### src/rtl/region_pkg.sv
// Shared definitions for the region-boundary loader.
// Contents: region point count and sync bytes, region index and error-code
// encodings, the RAM word and address widths, the parser state encoding and
// the internal write-request record that the parser passes to the write demux.
package region_pkg;

    localparam int unsigned NUM_POINTS = 811;
    localparam logic [7:0]  HDR0       = 8'hA5;
    localparam logic [7:0]  HDR1       = 8'h5A;

    localparam int RAM_DW = 18;
    localparam int RAM_AW = 10;

    typedef enum logic [1:0] {
        REGION_INNER  = 2'd0,
        REGION_MIDDLE = 2'd1,
        REGION_OUTER  = 2'd2
    } region_sel_t;

    typedef enum logic [1:0] {
        ERR_NONE = 2'd0,
        ERR_HDR  = 2'd1,
        ERR_CHK  = 2'd2,
        ERR_TMO  = 2'd3
    } err_code_t;

    typedef enum logic [3:0] {
        S_IDLE,
        S_HDR,
        S_SEL,
        S_ST_H,
        S_ST_L,
        S_CN_H,
        S_CN_L,
        S_D_H,
        S_D_L,
        S_CHK
    } state_t;

    // One RAM write request, produced combinationally on D_L acceptance.
    typedef struct packed {
        logic              en;
        region_sel_t       sel;
        logic [RAM_AW-1:0] addr;
        logic [RAM_DW-1:0] data;
    } ram_wr_t;

endpackage

### src/rtl/region_loader_if.sv
// Byte-stream handshake from the host command deframer into the loader.
// Signals:
//   rx_data  - frame byte
//   rx_valid - rx_data valid
//   rx_ready - byte accepted when rx_valid & rx_ready
// Modports: master = byte source (deframer), slave = byte sink (loader).
interface region_loader_if;

    logic [7:0] rx_data;
    logic       rx_valid;
    logic       rx_ready;

    modport master (
        output rx_data,
        output rx_valid,
        input  rx_ready
    );

    modport slave (
        input  rx_data,
        input  rx_valid,
        output rx_ready
    );

endinterface

### src/rtl/region_wr_demux.sv
// Fans one internal write request out to the three region RAM write ports,
// registered one stage.
// Ports:
//   clk, rst          - clock, asynchronous active-high reset
//   wr                - write request (enable, region, address, data)
//   regionN_wren      - one-cycle write strobe for region N
//   regionN_wraddr/   - address/data for region N; they keep the last values
//   regionN_wrdata      written to that region
module region_wr_demux
    import region_pkg::*;
(
    input  logic              clk,
    input  logic              rst,
    input  ram_wr_t           wr,
    output logic              region0_wren,
    output logic [RAM_AW-1:0] region0_wraddr,
    output logic [RAM_DW-1:0] region0_wrdata,
    output logic              region1_wren,
    output logic [RAM_AW-1:0] region1_wraddr,
    output logic [RAM_DW-1:0] region1_wrdata,
    output logic              region2_wren,
    output logic [RAM_AW-1:0] region2_wraddr,
    output logic [RAM_DW-1:0] region2_wrdata
);

    always_ff @(posedge clk or posedge rst) begin
        if (rst) begin
            region0_wren   <= 1'b0;
            region0_wraddr <= '0;
            region0_wrdata <= '0;
            region1_wren   <= 1'b0;
            region1_wraddr <= '0;
            region1_wrdata <= '0;
            region2_wren   <= 1'b0;
            region2_wraddr <= '0;
            region2_wrdata <= '0;
        end else begin
            region0_wren <= wr.en && (wr.sel == REGION_INNER);
            region1_wren <= wr.en && (wr.sel == REGION_MIDDLE);
            region2_wren <= wr.en && (wr.sel == REGION_OUTER);
            if (wr.en) begin
                case (wr.sel)
                    REGION_INNER: begin
                        region0_wraddr <= wr.addr;
                        region0_wrdata <= wr.data;
                    end
                    REGION_MIDDLE: begin
                        region1_wraddr <= wr.addr;
                        region1_wrdata <= wr.data;
                    end
                    REGION_OUTER: begin
                        region2_wraddr <= wr.addr;
                        region2_wrdata <= wr.data;
                    end
                    default: ;
                endcase
            end
        end
    end

endmodule

### src/rtl/region_loader.sv
// Writer side of the region-boundary RAMs read by the scan comparator.
// Parses a configuration frame
//   A5 5A SEL ST_H ST_L CN_H CN_L {D_H D_L} x CNT CHK
// and writes {2'b00, D_H, D_L} to region SEL at START + word index.
// Byte intake is held off during data bytes while cycle_enable is high, so a
// region is never modified mid-revolution.
// Ports:
//   clk, rst          - clock, asynchronous active-high reset
//   rx                - byte-stream handshake (slave side)
//   cycle_enable      - comparator is scanning a revolution
//   regionN_wren/     - region RAM write ports (one cycle after D_L accept)
//   wraddr/wrdata
//   busy              - frame in progress
//   frame_done        - one-cycle pulse, frame ended with good checksum
//   frame_err         - one-cycle pulse, frame ended with an error
//   err_code          - cause of the last frame_err (held)
module region_loader
    import region_pkg::*;
#(
    parameter int unsigned TIMEOUT_CYC = 100000
) (
    input  logic              clk,
    input  logic              rst,
    region_loader_if.slave    rx,
    input  logic              cycle_enable,
    output logic              region0_wren,
    output logic [RAM_AW-1:0] region0_wraddr,
    output logic [RAM_DW-1:0] region0_wrdata,
    output logic              region1_wren,
    output logic [RAM_AW-1:0] region1_wraddr,
    output logic [RAM_DW-1:0] region1_wrdata,
    output logic              region2_wren,
    output logic [RAM_AW-1:0] region2_wraddr,
    output logic [RAM_DW-1:0] region2_wrdata,
    output logic              busy,
    output logic              frame_done,
    output logic              frame_err,
    output logic [1:0]        err_code
);

    localparam int TMO_W = $clog2(TIMEOUT_CYC + 1);

    state_t           state_q, state_d;
    logic [7:0]       sel_q;
    logic [15:0]      start_q;
    logic [15:0]      cnt_q;
    logic [15:0]      widx_q;
    logic [7:0]       dh_q;
    logic [7:0]       xor_q;
    logic [TMO_W-1:0] tmo_q;
    err_code_t        err_code_q;

    logic        accept;
    logic        in_data;
    logic [15:0] cnt_full;
    logic [16:0] end_idx;
    logic        hdr_bad;
    logic        last_word;
    logic        tmo_hit;
    logic        done_d;
    logic        err_d;
    err_code_t   err_kind;
    ram_wr_t     wr;

    // Interlock: data bytes are only taken while no revolution is being scanned.
    assign in_data     = (state_q == S_D_H) || (state_q == S_D_L);
    assign rx.rx_ready = in_data ? ~cycle_enable : 1'b1;
    assign accept      = rx.rx_valid && rx.rx_ready;

    // Validation uses the count including the CN_L byte arriving this cycle;
    // the end index is 17 bits wide so START + CNT cannot wrap.
    assign cnt_full  = {cnt_q[15:8], rx.rx_data};
    assign end_idx   = {1'b0, start_q} + {1'b0, cnt_full};
    assign hdr_bad   = (sel_q > 8'd2) || (cnt_full == 16'd0) ||
                       (end_idx > 17'(NUM_POINTS));
    assign last_word = (widx_q == cnt_q - 16'd1);

    // Timeout fires on the TIMEOUT_CYC-th counted idle cycle; an accepted
    // byte in that same cycle takes precedence.
    assign tmo_hit = (state_q != S_IDLE) && !accept && !cycle_enable &&
                     (tmo_q == TMO_W'(TIMEOUT_CYC - 1));

    assign busy     = (state_q != S_IDLE);
    assign err_code = err_code_q;

    // NOTE: state registers use non-blocking assignments so every flop samples
    // pre-edge values regardless of process evaluation order.
    always_ff @(posedge clk or posedge rst) begin
        if (rst) state_q <= S_IDLE;
        else     state_q <= state_d;
    end

    // NOTE: every output of this block is given a default first, so no path
    // leaves a signal unassigned and no latch is inferred.
    always_comb begin
        state_d  = state_q;
        done_d   = 1'b0;
        err_d    = 1'b0;
        err_kind = ERR_NONE;
        if (tmo_hit) begin
            state_d  = S_IDLE;
            err_d    = 1'b1;
            err_kind = ERR_TMO;
        end else if (accept) begin
            case (state_q)
                S_IDLE: if (rx.rx_data == HDR0) state_d = S_HDR;
                S_HDR: begin
                    if (rx.rx_data == HDR1)      state_d = S_SEL;
                    else if (rx.rx_data == HDR0) state_d = S_HDR;
                    else                         state_d = S_IDLE;
                end
                S_SEL:  state_d = S_ST_H;
                S_ST_H: state_d = S_ST_L;
                S_ST_L: state_d = S_CN_H;
                S_CN_H: state_d = S_CN_L;
                S_CN_L: begin
                    if (hdr_bad) begin
                        state_d  = S_IDLE;
                        err_d    = 1'b1;
                        err_kind = ERR_HDR;
                    end else begin
                        state_d = S_D_H;
                    end
                end
                S_D_H: state_d = S_D_L;
                S_D_L: state_d = last_word ? S_CHK : S_D_H;
                S_CHK: begin
                    state_d = S_IDLE;
                    if (rx.rx_data == xor_q) begin
                        done_d = 1'b1;
                    end else begin
                        err_d    = 1'b1;
                        err_kind = ERR_CHK;
                    end
                end
                default: state_d = S_IDLE;
            endcase
        end
    end

    // Write request issued on D_L acceptance; the demux register makes the
    // strobe visible on the following cycle.
    always_comb begin
        wr      = '0;
        wr.en   = accept && (state_q == S_D_L);
        wr.sel  = region_sel_t'(sel_q[1:0]);
        wr.addr = start_q[RAM_AW-1:0] + widx_q[RAM_AW-1:0];
        wr.data = {2'b00, dh_q, rx.rx_data};
    end

    always_ff @(posedge clk or posedge rst) begin
        if (rst) begin
            sel_q      <= '0;
            start_q    <= '0;
            cnt_q      <= '0;
            widx_q     <= '0;
            dh_q       <= '0;
            xor_q      <= '0;
            tmo_q      <= '0;
            frame_done <= 1'b0;
            frame_err  <= 1'b0;
            err_code_q <= ERR_NONE;
        end else begin
            if (accept) begin
                case (state_q)
                    S_SEL:  sel_q         <= rx.rx_data;
                    S_ST_H: start_q[15:8] <= rx.rx_data;
                    S_ST_L: start_q[7:0]  <= rx.rx_data;
                    S_CN_H: cnt_q[15:8]   <= rx.rx_data;
                    S_CN_L: begin
                        cnt_q[7:0] <= rx.rx_data;
                        widx_q     <= '0;
                    end
                    S_D_H:  dh_q   <= rx.rx_data;
                    S_D_L:  widx_q <= widx_q + 16'd1;
                    default: ;
                endcase
            end

            if (state_q == S_IDLE) begin
                xor_q <= '0;
            end else if (accept && (state_q inside {S_SEL, S_ST_H, S_ST_L,
                                                    S_CN_H, S_CN_L, S_D_H, S_D_L})) begin
                xor_q <= xor_q ^ rx.rx_data;
            end

            // Interlock stalls hold the count rather than clearing it.
            if ((state_q == S_IDLE) || accept) tmo_q <= '0;
            else if (!cycle_enable)            tmo_q <= tmo_q + 1'b1;

            frame_done <= done_d;
            frame_err  <= err_d;
            if (err_d) err_code_q <= err_kind;
        end
    end

    region_wr_demux u_demux (
        .clk            (clk),
        .rst            (rst),
        .wr             (wr),
        .region0_wren   (region0_wren),
        .region0_wraddr (region0_wraddr),
        .region0_wrdata (region0_wrdata),
        .region1_wren   (region1_wren),
        .region1_wraddr (region1_wraddr),
        .region1_wrdata (region1_wrdata),
        .region2_wren   (region2_wren),
        .region2_wraddr (region2_wraddr),
        .region2_wrdata (region2_wrdata)
    );

endmodule

### src/flat_wrapper.sv
// flat-port wrapper written by rule: the top's interface ports become plain ports
module region_loader_flat import region_pkg::*;
#(
    parameter int unsigned TIMEOUT_CYC = 100000
)
  (clk, rst, cycle_enable, region0_wren, region0_wraddr, region0_wrdata, region1_wren, region1_wraddr, region1_wrdata, region2_wren, region2_wraddr, region2_wrdata, busy, frame_done, frame_err, err_code, rx_rx_data, rx_rx_valid, rx_rx_ready);
  region_loader_if rx_i ();
  input  logic clk;
  input  logic rst;
  input  logic cycle_enable;
  output logic region0_wren;
  output logic [RAM_AW-1:0] region0_wraddr;
  output logic [RAM_DW-1:0] region0_wrdata;
  output logic region1_wren;
  output logic [RAM_AW-1:0] region1_wraddr;
  output logic [RAM_DW-1:0] region1_wrdata;
  output logic region2_wren;
  output logic [RAM_AW-1:0] region2_wraddr;
  output logic [RAM_DW-1:0] region2_wrdata;
  output logic busy;
  output logic frame_done;
  output logic frame_err;
  output logic [1:0] err_code;
  input wire logic [$bits(rx_i.rx_data)-1:0] rx_rx_data;
  input wire logic [$bits(rx_i.rx_valid)-1:0] rx_rx_valid;
  output wire logic [$bits(rx_i.rx_ready)-1:0] rx_rx_ready;
  assign rx_i.rx_data = rx_rx_data;
  assign rx_i.rx_valid = rx_rx_valid;
  assign rx_rx_ready = rx_i.rx_ready;
  region_loader #(.TIMEOUT_CYC(TIMEOUT_CYC)) u_core (.clk(clk), .rst(rst), .rx(rx_i), .cycle_enable(cycle_enable), .region0_wren(region0_wren), .region0_wraddr(region0_wraddr), .region0_wrdata(region0_wrdata), .region1_wren(region1_wren), .region1_wraddr(region1_wraddr), .region1_wrdata(region1_wrdata), .region2_wren(region2_wren), .region2_wraddr(region2_wraddr), .region2_wrdata(region2_wrdata), .busy(busy), .frame_done(frame_done), .frame_err(frame_err), .err_code(err_code));
endmodule
### config.mk
export PLATFORM = sky130hd
export DESIGN_NAME = region_loader_flat
export DESIGN_NICKNAME = d
export VERILOG_FILES = /design/src/rtl/region_pkg.sv /design/src/rtl/region_loader_if.sv /design/src/rtl/region_wr_demux.sv /design/src/rtl/region_loader.sv /design/src/flat_wrapper.sv
export SDC_FILE = /design/constraint.sdc
export NUM_CORES = 1
export LEC_CHECK = 0
export BUFFER_PORTS_ARGS = -buffer_cell sky130_fd_sc_hd__buf_2
export CAP_MARGIN = 20
export CORE_MARGIN = 4
export CORE_UTILIZATION = 38
export DETAILED_ROUTE_END_ITERATION = 8
export PLACE_DENSITY_LB_ADDON = 0.12
export SYNTH_ARGS = -nofsm -noshare
export SYNTH_HDL_FRONTEND = slang
export SYNTH_SLANG_ARGS = --single-unit
### constraint.sdc
create_clock -name clk -period 6.45 [get_ports clk]
set_clock_uncertainty 0.1 [all_clocks]
set_input_delay 1.935 -clock clk [delete_from_list [all_inputs] [get_ports clk]]
set_output_delay 1.935 -clock clk [all_outputs]
set_load 0.01 [all_outputs]
* After elaboration in Yosys (flattened, before gate mapping)
Index checks and enable logic that the tools add are counted.
** Storage, ports and cells
- Bits in registers :: 178
- Input port bits :: 12
- Output and inout port bits :: 93
- Logic and storage cells :: 111
** Operators by class
- Add/subtract/negate cells :: 5
- Order comparisons :: 2
- Eq/ne operators :: 18
- Mux-type cells :: 28
- Bitwise operators :: 2
- Reduce and logical (&&, ||, !) cells :: 34
** Operators with widths (number)
- $pmux W4 S9 :: 1
- $mux W17 :: 2
- $pmux W16 S2 :: 1
- $reduce_and A2 Y1 :: 11
- $mux W4 :: 5
- $add A16 B16 Y17 :: 1
- $add A17 B1 Y17 const B :: 1
- $eq A17 B17 Y1 const B :: 1
- $gt A17 B10 Y1 const B :: 1
- $add A16 B1 Y16 const B :: 1
- $eq A16 B16 Y1 :: 1
- $eq A4 B3 Y1 const B :: 4
- $logic_not A16 Y1 :: 1
- $mux W8 :: 2
- $sub A16 B1 Y16 const B :: 1
- $mux W1 :: 11
- $add A10 B10 Y10 :: 1
- $logic_and A1 B1 Y1 :: 9
- $eq A4 B2 Y1 const B :: 2
- $eq A4 B4 Y1 const B :: 2
- $eq A8 B7 Y1 const B :: 1
- $eq A8 B8 Y1 :: 1
- $eq A8 B8 Y1 const B :: 1
- $gt A8 B2 Y1 const B :: 1
- other kinds (18) :: 26

* Longest topological paths before layout
- Word-level depth :: 10
- Mapped depth :: 11
- Mapped depth without buffers :: 11

* Modules after synthesis
Synthesis repeated with hierarchy kept, for this count alone.
** Second synthesis, totals
- Cell total of the unflattened synthesis :: 838
- Area total of the unflattened synthesis :: 9490.4 µm²
** By module, submodules not included
- region_loader :: instances 1, cells each 652, area each 6175.9 µm², sequential area each 2427.3 µm²
- region_wr_demux :: instances 1, cells each 186, area each 3314.4 µm², sequential area each 2177.1 µm²

* Least setup slack after synthesis
OpenSTA, ideal clock, no wires.
- Kind :: input-to-reg
- Start :: input port rx_rx_data[1]
- End :: register u_core.err_code_q[0], in the netlist u_core.err_code[0]
- Library setup time :: 0.131 ns
- Arrival :: 4.410 ns
- Required time :: 6.219 ns
- Path slack :: 1.809 ns
- Stages on the path :: 11
- Buffers on the path :: 1
- Cells stage by stage :: buf_2 -> inv_1 -> fa_1 -> nand2b_1 -> a2111o_1 -> a311o_1 -> nand3_1 -> nand4b_1 -> nor4_1 -> a21oi_1 -> or3_1
** On the way
- Longest elaborated chain between the ends :: 7
- Elaborated cells on any way between the ends :: 15
- Classes of those cells :: 1 x add/sub; 1 x order compare; 1 x eq/ne; 9 x mux; 3 x reduce/logical
** RTL lines
- from (decl) :: RTL line flat_wrapper.sv:24 : input wire logic [$bits(rx_i.rx_data)-1:0] rx_rx_data;
- $add A16 B16 Y17 or $logic_not A16 Y1 (tied branches) :: RTL line region_loader.sv:73, region_loader.sv:74
- $gt A17 B10 Y1 or $logic_or A1 B1 Y1 (tied branches) :: RTL line region_loader.sv:75, region_loader.sv:74
- $logic_or A1 B1 Y1 :: RTL line region_loader.sv:74 : assign hdr_bad = (sel_q > 8'd2) || (cnt_full == 16'd0) ||
- $mux W1 :: RTL line region_loader.sv:117 : if (hdr_bad) begin
- $pmux W2 S2 or $pmux W1 S2 (tied branches) :: RTL line region_loader.sv:105 : case (state_q)
- $mux W2 or $mux W1 (tied branches) :: RTL line region_loader.sv:104 : end else if (accept) begin
- $mux W2 or $mux W1 (tied branches) :: RTL line region_loader.sv:100 : if (tmo_hit) begin
- to (signal assigned) :: RTL line region_loader.sv:193 : if (err_d) err_code_q <= err_kind;
- to (decl) :: RTL line region_loader.sv:51 : err_code_t err_code_q;
Parallel ways exist; a longest one is shown, timed or not.
A chain may end at the register's enable or synchronous reset.

* Worst setup path in the final report
- Start :: input port rx_rx_data[0]
- End :: register u_core.err_code_q[0], in the netlist u_core.err_code[0]
The elaborated chain is that of the path after synthesis.

==> metrics <==
final hold vios=0; Syn Inst Count=976; max-slew violations=0; ratio of cells with drive above 1 in the final layout=0.198; Worst setup EP type=flip-flop; Top FF cell, synth=dfrtp_1; # IOs=105; H-tree levels=4; Clock Sink Count=around 180; initial antenna violation count=0; fillers=2367; buffers added on ports=98; DP HPWL=17000 um; diode count=0; power per cell area=300 mW/mm^2; DRT Pass-1 Iters=5; Max-Slew Margin vs Limit=0.333; vias in the first global route=7198; Mapped Avg Cell Area=approximately 9.5 um^2; final period utilization=0.727; worst setup path start=rx_rx_data[0]; Worst-Skew Late Latency=0.44 ns; Max Cap Violations=0; Reg clk slew, reported paths=0.08 ns; vias=roughly 7200; status=finished clean; main area contributors after synthesis=dfrtp_1 (48%), nand2_1 (8.8%), mux2_2 (7.0%); fmax=~210 MHz; Syn. warnings=0; Max Root-Sink Buffers=2; Core Region=around 0.024 mm^2; critical path fanouts, max=15; Worst Path Class, Setup=input port to flip-flop; CTS root buffer=clkbuf_16; Global Route Usage Sum=0.192; fin crit period=4.69 ns; # setup viols final=0; DRT antenna net count=0; share of flip-flops with an asynchronous set or reset=1.00; row count=57; DRC Markers=0; worst hold path startpoint=u_core.u_demux.region1_wraddr[0]$_DFFE_PP0P_; Layout Area Growth over Synthesis=15.4%; die area=around 0.027 mm^2; Die Height=~160 um; Cell variety after synth=67; CP Data Arrival Time=4.90 ns; first-pass GRT wire length=40600 um; area of the multi-input gates=0.00459 mm^2; total grt overflow=0; Crit path required time=6.66 ns; Yosys top cell area share=0.478; Register Area=0.00445 mm^2; final WL=25100 um; worst hold path class=flip-flop to flip-flop; count leader, synth=nand2_1; Iter 0 DRT Violations=roughly 550; Least-Margin Pin Slew=between 1 and 1.5 ns; Pleak=5.45 nW; Seq/Total Area, Yosys=0.478; dominant cell type by area after synthesis=dfrtp_1; reg2reg start=u_core.state_q[3]$_DFFE_PP0P_; largest net degree at the start of global routing=179; Starting Density=0.385; Final TNS setup=0 ns; RSZ-0062 raised after global routing=false; nets=1106; hold_buf cts=0; commonest cells in the netlist=nand2_1 (219), dfrtp_1 (178), nor2_1 (73); postcts setup bufs=0; Max VDD drop=0.000167 V; FF+latch count, synth=178; Via density=5.17; Placer Congestion=0.870; Mapped Area=0.00931 mm^2; Startpoint Class=input port; cts bufs inserted=17; EDFF count, synth=0; cts repair resizes=0; CTS tree=yes; Die W=165 um; Core Util, Final=0.444; DR WL/cell=17.9 um
-- sequential cells by signal, summed over array words and instances, names as in the netlist, 10 cells and up --
name                           flops
u_core.u_demux.region2_wraddr     10
u_core.u_demux.region2_wrdata     16
u_core.u_demux.region1_wrdata     16
u_core.cnt_q                      16
u_core.tmo_q                      17
u_core.u_demux.region1_wraddr     10
u_core.widx_q                     16
u_core.u_demux.region0_wrdata     16
u_core.start_q                    16
u_core.u_demux.region0_wraddr     10
-- layout by cell type, fill, tap and decap left out, drive strengths merged, types with 11 or more instances in the layout --
cell / n
nand2: 219
dfrtp: 178
buf: 107
nor2: 73
mux2: 58
o21ai: 54
a21oi: 36
xnor2: 32
xor2: 31
inv: 31
ha: 28
nand3: 23
clkbuf: 17
nor3: 14
or3: 14
and3: 14
nor4: 13
nor2b: 11
-- path summary, 6_finish.rpt --
| check | to | slack (ns) | cells after the start |
|---|---|---|---|
| worst max-delay path | u_core.err_code[0]$_DFFE_PP0P_ | 1.76 | 12 |
| worst min-delay path | u_core.u_demux.region1_wraddr[0]$_DFFE_PP0P_ | 0.37 | 2 |
| worst max register to register | u_core.u_demux.region1_wraddr[9]$_DFFE_PP0P_ | 3.01 | 7 |
| worst min register to register | u_core.u_demux.region1_wraddr[0]$_DFFE_PP0P_ | 0.37 | 2 |
| max in group asynchronous | u_core.u_demux.region2_wraddr[5]$_DFFE_PP0P_ | 3.86 | 3 |
| min in group asynchronous | u_core.u_demux.region0_wraddr[2]$_DFFE_PP0P_ | 1.65 | 3 |
-- kinds of logic (layout without fill, tap and decap cells) --
logic type	Yosys count	in the layout	synth area share
AO/OA/AOI/OAI	142	142	0.0954
XOR/XNOR	63	63	0.0593
adder cells (fa/ha/maj)	30	30	0.0419
buffers and inverters	67	163	0.0308
flip-flops	178	178	0.478
multiplexers	61	61	0.0734
other	1	6	0.000403
AND/OR/NAND/NOR	434	434	0.220
-- worst max-delay path: stages --
cell and delay, ns:
buf_2 0.29, ha_1 0.24, inv_1 0.06, fa_1 0.39, nand2b_1 0.18, a2111o_1 0.41
a311o_1 0.39, nand3_1 0.09, nand4b_1 0.14, nor4_1 0.25, a21oi_1 0.14, or3_1 0.38
-- metrics by stage --
step	worst slack (ns)	std cells	cell area, um^2	power, W	hold WS [ns]
final	1.76	1401	10700	0.00323	0.375
after global routing	1.63	1401	10700	0.00342	0.392
after CTS	1.80	1401	10700	0.00327	0.380
after detailed placement	1.37	1369	10100	0.00216	0.358
after global placement	1.39	1369	10100	0.00216	0.355
after floorplan	1.81	981	9330	0.00190	0.364
-- per-layer routing --
metal | GRT usage | part of all wire | wire, um | vias to the layer above
li1 | - | - | - | 3519
met1 | 0.271 | 0.48 | 11900 | 3526
met2 | 0.296 | 0.45 | 11400 | 186
met3 | 0.0459 | 0.055 | 1390 | 18
met4 | 0.0560 | 0.016 | 393 | 0
met5 | 0 | 0 | 0 | -
-- report_power, final --
part           internal (W)  leakage (nW)  switching, W
registers           0.00123          2.44      0.000123
logic              0.000328          2.71      0.000460
clock network      0.000537         0.303      0.000554
-- cell type report --
cell class,count,share of cell area
Tap cell,324,0.0377
Timing Repair Buffer,107,0.0531
Inverter,24,0.00873
Sequential cell,178,0.415
Clock inverter,15,0.0187
Clock buffer,17,0.0396
Multi-Input combinational cell,736,0.428
(Power assumes the default switching activity.)
